[config.mk]
export PLATFORM = sky130hd
export DESIGN_NAME = munoc_slave_write_depacketizer
export DESIGN_NICKNAME = d
export VERILOG_FILES = /design/src/rtl/munoc_slave_write_depacketizer_pkg.sv /design/src/rtl/munoc_sync_fifo.sv /design/src/rtl/munoc_slave_write_depacketizer.sv
export SDC_FILE = /design/constraint.sdc
export NUM_CORES = 1
export LEC_CHECK = 0
export CAP_MARGIN = 10
export CORE_MARGIN = 1.5
export CORE_UTILIZATION = 52
export DETAILED_ROUTE_END_ITERATION = 8
export PLACE_DENSITY = 0.88
export SLEW_MARGIN = 20
export SYNTH_ARGS = -nofsm -noshare
export SYNTH_HDL_FRONTEND = slang
export SYNTH_HIERARCHICAL = 1
export SYNTH_SLANG_ARGS = --single-unit
[constraint.sdc]
create_clock -name clk -period 5.5 [get_ports clk]
set_input_delay 0.825 -clock clk [delete_from_list [all_inputs] [get_ports clk]]
set_output_delay 0.825 -clock clk [all_outputs]
set_load 0.1 [all_outputs]
[src/rtl/munoc_slave_write_depacketizer_pkg.sv]
// Shared types and header-layout helpers for the slave write depacketizer.
// Header payload, LSB first: slave_id, master_id, tid, burst, size, len, addr.
package munoc_slave_write_depacketizer_pkg;

    typedef enum logic [1:0] {
        S_HEAD = 2'd0,
        S_DATA = 2'd1,
        S_DROP = 2'd2
    } state_e;

    localparam int BW_BURST = 2;
    localparam int BW_SIZE  = 3;
    localparam int BW_LEN   = 8;
    localparam int BW_BEATS = 9;

    function automatic int flit_payload_width(input int flit_data_w);
        return flit_data_w * 9 / 8;
    endfunction

    function automatic int hdr_width(input int node_w, input int tid_w, input int addr_w);
        return 2 * node_w + tid_w + BW_BURST + BW_SIZE + BW_LEN + addr_w;
    endfunction

    // Bit offset of the len field inside the header payload.
    function automatic int hdr_len_lsb(input int node_w, input int tid_w);
        return 2 * node_w + tid_w + BW_BURST + BW_SIZE;
    endfunction

endpackage

[src/rtl/munoc_sync_fifo.sv]
// Single-clock FIFO with occupancy counter; dout is read straight from the
// storage registers, so a pushed entry becomes visible the cycle after the push.
module munoc_sync_fifo #(
    parameter int WIDTH = 8,
    parameter int DEPTH = 2
) (
    input  logic             clk,
    input  logic             rst,
    input  logic             push_i,
    input  logic [WIDTH-1:0] din_i,
    input  logic             pop_i,
    output logic             full_o,
    output logic             empty_o,
    output logic [WIDTH-1:0] dout_o
);
    localparam int PTR_W = (DEPTH > 1) ? $clog2(DEPTH) : 1;
    localparam int CNT_W = $clog2(DEPTH + 1);

    logic [WIDTH-1:0] mem_q [DEPTH];
    logic [PTR_W-1:0] wr_ptr_q, wr_ptr_d, rd_ptr_q, rd_ptr_d;
    logic [CNT_W-1:0] count_q, count_d;
    logic             do_push, do_pop;

    function automatic logic [PTR_W-1:0] ptr_inc(input logic [PTR_W-1:0] p);
        return (p == PTR_W'(DEPTH - 1)) ? '0 : p + 1'b1;
    endfunction

    assign full_o  = (count_q == CNT_W'(DEPTH));
    assign empty_o = (count_q == '0);
    assign do_push = push_i & ~full_o;
    assign do_pop  = pop_i & ~empty_o;
    assign dout_o  = mem_q[rd_ptr_q];

    always_comb begin
        wr_ptr_d = do_push ? ptr_inc(wr_ptr_q) : wr_ptr_q;
        rd_ptr_d = do_pop ? ptr_inc(rd_ptr_q) : rd_ptr_q;
        count_d  = count_q;
        if (do_push && !do_pop)
            count_d = count_q + 1'b1;
        else if (do_pop && !do_push)
            count_d = count_q - 1'b1;
    end

    always_ff @(posedge clk) begin
        if (do_push)
            mem_q[wr_ptr_q] <= din_i;
    end

    always_ff @(posedge clk) begin
        if (rst) begin
            wr_ptr_q <= '0;
            rd_ptr_q <= '0;
            count_q  <= '0;
        end else begin
            wr_ptr_q <= wr_ptr_d;
            rd_ptr_q <= rd_ptr_d;
            count_q  <= count_d;
        end
    end

endmodule

[src/rtl/munoc_slave_write_depacketizer.sv]
// Splits a slave-side NoC write flit stream into AXI AW and W channels,
// packing R data flits into each W beat and checking packet length.
module munoc_slave_write_depacketizer
    import munoc_slave_write_depacketizer_pkg::*;
#(
    parameter int BW_FLIT_DATA  = 64,
    parameter int BW_DATA       = 128,
    parameter int BW_ADDR       = 32,
    parameter int BW_TID        = 4,
    parameter int BW_NODE_ID    = 4,
    parameter int AW_FIFO_DEPTH = 2,
    parameter int W_FIFO_DEPTH  = 4
) (
    input  logic                       clk,
    input  logic                       rst,
    input  logic                       link_fvalid,
    input  logic [BW_FLIT_DATA*9/8:0]  link_fdata,
    output logic                       link_fready,
    output logic                       awvalid,
    input  logic                       awready,
    output logic [BW_ADDR-1:0]         awaddr,
    output logic [7:0]                 awlen,
    output logic [2:0]                 awsize,
    output logic [1:0]                 awburst,
    output logic [BW_TID-1:0]          awid,
    output logic [BW_NODE_ID-1:0]      awmaster,
    output logic                       wvalid,
    input  logic                       wready,
    output logic [BW_DATA-1:0]         wdata,
    output logic [BW_DATA/8-1:0]       wstrb,
    output logic                       wlast,
    output logic                       err_pulse
);
    localparam int PW    = flit_payload_width(BW_FLIT_DATA);
    localparam int R     = BW_DATA / BW_FLIT_DATA;
    localparam int SW    = BW_FLIT_DATA / 8;
    localparam int BSW   = BW_DATA / 8;
    localparam int CW    = (R > 1) ? $clog2(R) : 1;
    localparam int HDR_W = hdr_width(BW_NODE_ID, BW_TID, BW_ADDR);
    localparam int AW_W  = HDR_W - BW_NODE_ID;
    localparam int W_W   = BW_DATA + BSW + 1;

    generate
        if (HDR_W > PW || R < 1 || (R & (R - 1)) != 0 || R * BW_FLIT_DATA != BW_DATA) begin : g_bad_cfg
            $error("munoc_slave_write_depacketizer: illegal parameter combination");
        end
    endgenerate

    state_e                state_q, state_d;
    logic [BW_BEATS-1:0]   beats_q, beats_d;
    logic [CW-1:0]         chunk_q, chunk_d;
    logic [BW_DATA-1:0]    asm_data_q, asm_data_d, asm_data_m;
    logic [BSW-1:0]        asm_strb_q, asm_strb_d, asm_strb_m;
    logic                  err_q, err_d;

    logic                  flit_last, flit_xfer, chunk_wr, beat_done, final_beat;
    logic [PW-1:0]         payload;
    logic [BW_LEN-1:0]     hdr_len;
    logic                  aw_push, aw_pop, aw_full, aw_empty;
    logic [AW_W-1:0]       aw_dout;
    logic                  w_push, w_pop, w_full, w_empty, w_last;
    logic [W_W-1:0]        w_din, w_dout;

    assign flit_last  = link_fdata[PW];
    assign payload    = link_fdata[PW-1:0];
    assign hdr_len    = payload[hdr_len_lsb(BW_NODE_ID, BW_TID) +: BW_LEN];
    assign flit_xfer  = link_fvalid & link_fready;
    assign chunk_wr   = flit_xfer & (state_q == S_DATA);
    assign beat_done  = (chunk_q == CW'(R - 1));
    assign final_beat = (beats_q == BW_BEATS'(1));

    // Merged view of the assembly register including the chunk arriving now,
    // so a completing beat can be pushed in the same cycle.
    generate
        for (genvar gi = 0; gi < R; gi++) begin : g_asm
            assign asm_data_m[gi*BW_FLIT_DATA +: BW_FLIT_DATA] =
                (chunk_wr && chunk_q == CW'(gi)) ? payload[BW_FLIT_DATA-1:0]
                                                 : asm_data_q[gi*BW_FLIT_DATA +: BW_FLIT_DATA];
            assign asm_strb_m[gi*SW +: SW] =
                (chunk_wr && chunk_q == CW'(gi)) ? payload[PW-1:BW_FLIT_DATA]
                                                 : asm_strb_q[gi*SW +: SW];
        end
    endgenerate

    assign w_last = flit_last | final_beat;
    assign w_din  = {w_last, asm_strb_m, asm_data_m};

    always_ff @(posedge clk) begin
        if (rst) begin
            state_q    <= S_HEAD;
            beats_q    <= '0;
            chunk_q    <= '0;
            asm_data_q <= '0;
            asm_strb_q <= '0;
            err_q      <= 1'b0;
        end else begin
            state_q    <= state_d;
            beats_q    <= beats_d;
            chunk_q    <= chunk_d;
            asm_data_q <= asm_data_d;
            asm_strb_q <= asm_strb_d;
            err_q      <= err_d;
        end
    end

    always_comb begin
        state_d    = state_q;
        beats_d    = beats_q;
        chunk_d    = chunk_q;
        asm_data_d = asm_data_q;
        asm_strb_d = asm_strb_q;
        err_d      = 1'b0;
        aw_push    = 1'b0;
        w_push     = 1'b0;
        case (state_q)
            S_HEAD: begin
                if (flit_xfer) begin
                    if (flit_last) begin
                        err_d = 1'b1;
                    end else begin
                        aw_push = 1'b1;
                        beats_d = {1'b0, hdr_len} + BW_BEATS'(1);
                        chunk_d = '0;
                        state_d = S_DATA;
                    end
                end
            end
            S_DATA: begin
                if (flit_xfer) begin
                    asm_data_d = asm_data_m;
                    asm_strb_d = asm_strb_m;
                    chunk_d    = chunk_q + 1'b1;
                    if (beat_done || flit_last) begin
                        w_push     = 1'b1;
                        asm_strb_d = '0;
                        chunk_d    = '0;
                    end
                    if (beat_done)
                        beats_d = beats_q - BW_BEATS'(1);
                    if (flit_last) begin
                        state_d = S_HEAD;
                        err_d   = !(beat_done && final_beat);
                    end else if (beat_done && final_beat) begin
                        err_d   = 1'b1;
                        state_d = S_DROP;
                    end
                end
            end
            S_DROP: begin
                if (flit_xfer && flit_last)
                    state_d = S_HEAD;
            end
            default: state_d = S_HEAD;
        endcase
    end

    // Backpressure depends only on buffer fullness, never on a same-cycle pop.
    always_comb begin
        link_fready = 1'b0;
        if (!rst) begin
            case (state_q)
                S_HEAD:  link_fready = !aw_full;
                S_DATA:  link_fready = !w_full;
                default: link_fready = 1'b1;
            endcase
        end
    end

    munoc_sync_fifo #(.WIDTH(AW_W), .DEPTH(AW_FIFO_DEPTH)) u_aw_fifo (
        .clk     (clk),
        .rst     (rst),
        .push_i  (aw_push),
        .din_i   (payload[HDR_W-1:BW_NODE_ID]),
        .pop_i   (aw_pop),
        .full_o  (aw_full),
        .empty_o (aw_empty),
        .dout_o  (aw_dout)
    );

    munoc_sync_fifo #(.WIDTH(W_W), .DEPTH(W_FIFO_DEPTH)) u_w_fifo (
        .clk     (clk),
        .rst     (rst),
        .push_i  (w_push),
        .din_i   (w_din),
        .pop_i   (w_pop),
        .full_o  (w_full),
        .empty_o (w_empty),
        .dout_o  (w_dout)
    );

    assign awvalid   = !rst && !aw_empty;
    assign wvalid    = !rst && !w_empty;
    assign aw_pop    = awvalid & awready;
    assign w_pop     = wvalid & wready;
    assign {awaddr, awlen, awsize, awburst, awid, awmaster} = awvalid ? aw_dout : '0;
    assign {wlast, wstrb, wdata} = wvalid ? w_dout : '0;
    assign err_pulse = err_q;

endmodule

==> flow_summary.json, run 1 <==
{
  "status": "complete, no violations",
  "post-route-period-util_pct": 83.3,
  "critPathLaunchType": "flip-flop",
  "post_cts.repair.setup_buffers": 0,
  "syn-num-nets": 1916,
  "area_delta_synth_final_pct": 18.4,
  "antenna_found_initial": 3,
  "hold_path.class": "reg2reg",
  "vias_per_cell": 5.64,
  "synth_seq_cells": 857,
  "min_period_ps": 4580,
  "port_buffers": 279,
  "endpoint_kind": "primary output",
  "critical_path.max_stage_delay_ps": 1170,
  "final-max-slew-violation-count": 0,
  "core_um2": 64200,
  "critical-path-top-delay-family": "buffers and inverters",
  "finalSetupViolCount": 0,
  "yosys_warnings": 6,
  "hold_violations": 0,
  "grt_pass1_vias": 18263,
  "fin_hold_ws_ps": 453,
  "std_cell_rows": 93,
  "clk_latency_ps": 630,
  "hold_buffers": 0,
  "drive_gt1_share_pct": 27.2,
  "dieWidth_um": 258,
  "power_mw": 13.7,
  "path_class": "reg2out",
  "grt_usage_pct": 21.3,
  "io_pins": 280,
  "place_ws_ps": 1100,
  "start_util_pct": 52.5,
  "slowest_stage": "clkdlybuf4s50_1",
  "synth_area_um2": 33700,
  "n_fill_cell": 4364,
  "wirelength_mm": 70.4,
  "vias": 17186,
  "syn_avg_cell_area_um2": 18.4,
  "final_nets": 2210,
  "dp.cells": 2890,
  "post-route-drc-count": 0,
  "max_slew.worst_pin.slew_ps": 1070,
  "skew_ps": 24.1,
  "gp_congestion": 0.760,
  "setup_tns_ps": 0,
  "syn_inst": 1827,
  "cts_resized": 0,
  "synth-edff-count": 686,
  "crit_path_max_fanout": 36,
  "numCtsBuffers": 84,
  "final_cells": 3049,
  "leakage_nw": 13.6,
  "fin_util_pct": 62.1,
  "cts.sinks": 857,
  "synthFlopType": "edfxtp_1",
  "design.die.area_um2": 66300,
  "synth_top_area_share_pct": 61.1,
  "avgRoutedWirePerCell_um": 23.1,
  "placement.cell_area_um2": 37000,
  "fin_ws_ps": 920,
  "drt-initial-drc-count": 1197,
  "grt_overflow_total": 0,
  "clkSlewWorstSetupHoldPaths_ps": 60,
  "rsz0062_at_grt": "no",
  "ctsRootBufferMaster": "clkbuf_16",
  "die_h_um": 258,
  "ys_seq_area_share_pct": 71.3,
  "final_antenna_net_count": 0,
  "synthArstFlopShare_pct": 0,
  "grt_start_max_net_pins": 85,
  "cp.arrival_ps": 3750,
  "maxCapViolations": 0,
  "slew_headroom_pct": 28.7,
  "cts_buffer_depth": 3,
  "p_per_area_nw_per_um2": 343,
  "path_buf_inv": 2,
  "yosysTopAreaCell": "edfxtp_1",
  "drt-pass1-iter-count": 5,
  "ys_types": 53,
  "timing.fmax_mhz": 218,
  "grt_pass1_wl_mm": 107,
  "dp_hpwl_mm": 41.1,
  "tritoncts": "yes",
  "crit_chain": "nor2_1 > nor2_4 > buf_4 > and2_1 > clkdlybuf4s50_1",
  "ir_drop_uv": 270,
  "finish.instance_area_um2": 39900,
  "cts_max_level": 3,
  "synth_area_leaders": "edfxtp_1 (61%), dfxtp_1 (10%), mux4_2 (9.7%)",
  "required_ps": 4680
}
## final timing paths
kind                             start                endpoint  slack (ps)  cells past startpoint
hold / removal           asm_strb_q[3]           asm_strb_q[3]         450                      2
setup reg to reg   u_w_fifo/count_q[0]  u_aw_fifo/mem_q[0][47]        1950                      9
hold reg to reg          asm_strb_q[3]           asm_strb_q[3]         450                      2
setup / recovery  u_aw_fifo/count_q[0]              awaddr[26]         920                      5
## state kept, by name, indices dropped and copies added (netlist names), 2 cells and up, named ones only
register and flops:
u_w_fifo/wr_ptr_q 2, u_w_fifo/rd_ptr_q 2, u_aw_fifo/mem_q 106, asm_strb_q 16
state_q 2, u_aw_fifo/count_q 2, beats_q 9, u_w_fifo/count_q 3
asm_data_q 128, u_w_fifo/mem_q 580
## worst register-to-register path, delay by kind of cell, from the launching register on
family                 cells  cell delay [ps]
AND/OR/NAND/NOR            4             1030
flip-flops                 1              430
multiplexers               1              310
buffers and inverters      4             1390
## cells by family after synthesis
family | share of synthesized area (%)
simple gates | 7.86
flops | 71.3
compound gates | 0.943
xor+xnor | 0.338
mux | 17.1
fa+ha+maj | 0.431
buf+inv | 2.06
## power by group
group / internal (mW) / switching, mW / total [mW]
clock network: 3.48 / 2.38 / 5.86
registers: 7.00 / 0.0232 / 7.02
logic: 0.232 / 0.574 / 0.806
## routing by layer
layer	track usage [%]	part of all wire, %
met1	27.5	39
met2	35.8	51
met5	0	0.016
met3	4.24	6.8
met4	8.43	3.2
## cell type report
cell class / instances / area [µm²] / area share [%]
sequential: 857 / 24000 / 60.2
multi-input combinational: 860 / 9020 / 22.6
timing repair buffer: 308 / 2860 / 7.17
clock buffer: 118 / 2390 / 6.00
tap: 855 / 1070 / 2.68
clock inverter: 40 / 472 / 1.18
inverter: 10 / 40.0 / 0.100
antenna: 1 / 2.50 / 0.00627
## Yosys cell counts (5+ instances only)
cell,count
mux2_2,111
mux2_4,62
clkbuf_1,48
dfxtp_1,171
nor2_1,32
nor3_1,5
o21ai_0,16
xnor2_1,5
mux4_2,145
buf_2,20
inv_1,9
mux2_1,24
edfxtp_1,686
nand3_1,14
buf_6,15
and2_1,338
a21oi_1,23
nand2_1,15
xor2_1,8
buf_12,6
buf_4,9
ha_1,10
## cell usage in the layout (no fill, tap or decap), drive strengths merged, types with 4 or more instances in the layout
cell | synthesis | layout
mux2i | 4 | 4
edfxtp | 686 | 686
a21oi | 23 | 23
clkinv | 1 | 23
inv | 9 | 14
bufinv | 0 | 9
and2 | 338 | 338
nand2b | 4 | 4
ha | 10 | 10
buf | 52 | 123
nand3 | 14 | 14
o21ai | 16 | 16
clkinvlp | 0 | 4
clkdlybuf4s50 | 0 | 185
nor2 | 33 | 33
xnor2 | 5 | 5
nand2 | 15 | 15
or3 | 5 | 5
nor3b | 4 | 4
dfxtp | 171 | 171
mux2 | 197 | 197
clkbuf | 48 | 118
xor2 | 8 | 8
and3 | 4 | 4
nor2b | 4 | 4
nor3 | 6 | 6
mux4 | 145 | 145
Note: power is estimated with default switching activity, not from simulation.
==> run 2: changes to the inputs <==
==> constraint.sdc (replaced) <==
create_clock -name clk -period 3.95 [get_ports clk]
set_input_delay 0.5925 -clock clk [delete_from_list [all_inputs] [get_ports clk]]
set_output_delay 0.5925 -clock clk [all_outputs]
set_load 0.1 [all_outputs]
==> run 2 against run 1 <==
Via count increased by 0.68%. Clock-buffer cell count increased by 1. Final area about the same. Non-clock buffer count increased by 21. Worst hold slack improved by 5.7 ps. Largest cell class unchanged.
==> flow_summary.json, run 2 (synthesized netlist as in run 1, its figures left out) <==
{
  "status": "complete, no violations",
  "cts_max_level": 3,
  "crit_path_max_fanout": 35,
  "timing.fmax_mhz": 302,
  "drt-initial-drc-count": 1440,
  "grt_start_max_net_pins": 85,
  "dp_hpwl_mm": 43.6,
  "dieWidth_um": 258,
  "fin_hold_ws_ps": 459,
  "gp_congestion": 0.815,
  "largest-register": "u_w_fifo/mem_q",
  "min_period_ps": 3320,
  "wirelength_mm": 71.9,
  "fin_ws_ps": 634,
  "max_slew.worst_pin.slew_ps": 957,
  "final-max-slew-violation-count": 0,
  "hold_buffers": 0,
  "grt_overflow_total": 0,
  "largest_reg_flops": 580,
  "top_regs": "u_w_fifo/mem_q x580, asm_data_q x128, u_aw_fifo/mem_q x106",
  "hold_violations": 0,
  "finalSetupViolCount": 0,
  "post_cts.repair.setup_buffers": 0,
  "critical_path.max_stage_delay_ps": 680,
  "vias": 17303,
  "tritoncts": "yes",
  "avgRoutedWirePerCell_um": 23.5,
  "die_h_um": 258,
  "path_buf_inv": 2,
  "clk_latency_ps": 640,
  "ctsRootBufferMaster": "clkbuf_16",
  "leakage_nw": 13.9,
  "cts_buffer_depth": 3,
  "hold_path.class": "reg2reg",
  "area_delta_synth_final_pct": 18.4,
  "port_buffers": 279,
  "critPathLaunchType": "flip-flop",
  "clkSlewWorstSetupHoldPaths_ps": 60,
  "layout_common_cells": "edfxtp_1 (686), and2_1 (336), buf_4 (216)",
  "core_um2": 64200,
  "std_cell_rows": 93,
  "cts.sinks": 857,
  "drt-pass1-iter-count": 5,
  "design.die.area_um2": 66300,
  "critical-path-top-delay-family": "flip-flops",
  "antenna_found_initial": 1,
  "start_util_pct": 52.5,
  "post-route-period-util_pct": 84.0,
  "slowest_stage": "dfxtp_4",
  "grt_pass1_vias": 18219,
  "cp.arrival_ps": 2720,
  "required_ps": 3360,
  "rsz0062_at_grt": "no",
  "maxCapViolations": 0,
  "p_per_area_nw_per_um2": 465,
  "n_fill_cell": 4351,
  "cts_resized": 0,
  "grt_pass1_wl_mm": 109,
  "crit_chain": "buf_12 > mux4_2 > and2_1 > buf_4",
  "post-route-drc-count": 0,
  "drive_gt1_share_pct": 32.3,
  "ir_drop_uv": 385,
  "vias_per_cell": 5.65,
  "slew_headroom_pct": 36.0,
  "place_ws_ps": 498,
  "io_pins": 280,
  "final_common_cell": "edfxtp_1",
  "endpoint_kind": "primary output",
  "final_antenna_net_count": 0,
  "skew_ps": 27.8,
  "path_class": "reg2out",
  "grt_usage_pct": 21.7,
  "final_nets": 2230,
  "numCtsBuffers": 83
}
==> run 2: cell count changes in the layout (fill, tap and decap cells not counted) <==
cell / delta
clkdlybuf4s50_1: -108
buf_4: +101
buf_12: +28
bufinv_16: -6
clkbuf_1: +6
clkbuf_8: -5
clkinv_2: +3
clkinvlp_4: -3
clkinv_8: +2
inv_6: -2
clkinv_4: -1
==> run 2: worst register-to-register path: stages, from the launching register on <==
cell and delay (ps):
dfxtp_1 440, or3b_1 310, clkinv_2 170, or3_4 520, nor2_1 180, inv_1 80
nor2_1 190, ha_1 240, inv_1 80, fa_1 380, xor2_1 160, or3_1 310
a21oi_1 150
==> run 2: per-layer routing <==
metal	up-vias	global-route usage (%)	share of wire, %
li1	7587	-	-
met1	8931	28.5	40
met2	665	37.0	51
met3	120	3.47	6.5
met4	0	7.33	2.5
met5	-	0	0
==> run 2: where the power goes <==
group,internal (mW),switching (mW),leakage (nW)
logic,0.323,0.806,4.91
registers,9.74,0.0312,7.70
clock network,4.36,3.31,1.30
total,14.4,4.15,13.9
==> run 2: cell type report <==
type / count / area [µm²] / area share (%)
Multi-Input combinational cell: 860 / 9020 / 22.6
Antenna cell: 1 / 2.50 / 0.00627
Tap cell: 855 / 1070 / 2.68
Timing Repair Buffer: 329 / 3100 / 7.76
Clock inverter: 33 / 290 / 0.728
Inverter: 10 / 40.0 / 0.100
Sequential cell: 857 / 24000 / 60.2
Clock buffer: 119 / 2350 / 5.88
==> run 2: final timing paths <==
path | to | slack, ps | start | depth (start not counted)
worst max register to register | u_w_fifo/count_q[2] | 690 | u_w_fifo/count_q[0] | 12
worst min register to register | asm_strb_q[3] | 460 | asm_strb_q[3] | 2
worst max-delay path | wstrb[0] | 630 | flip-flop | 4
worst min-delay path | asm_strb_q[3] | 460 | asm_strb_q[3] | 2
==> run 2: stage by stage <==
stage	instance area, µm²	total power, mW	TNS (ps)	utilization [%]	cells
CTS	39900	18.7	0	62.1	3063
global placement	37300	11.1	0	58.0	2911
global route	39900	19.1	0	62.1	3064
finish	39900	18.6	0	62.1	3064
detailed placement	37300	11.1	0	58.0	2911
floorplan	33700	10.7	-17980	-	1827
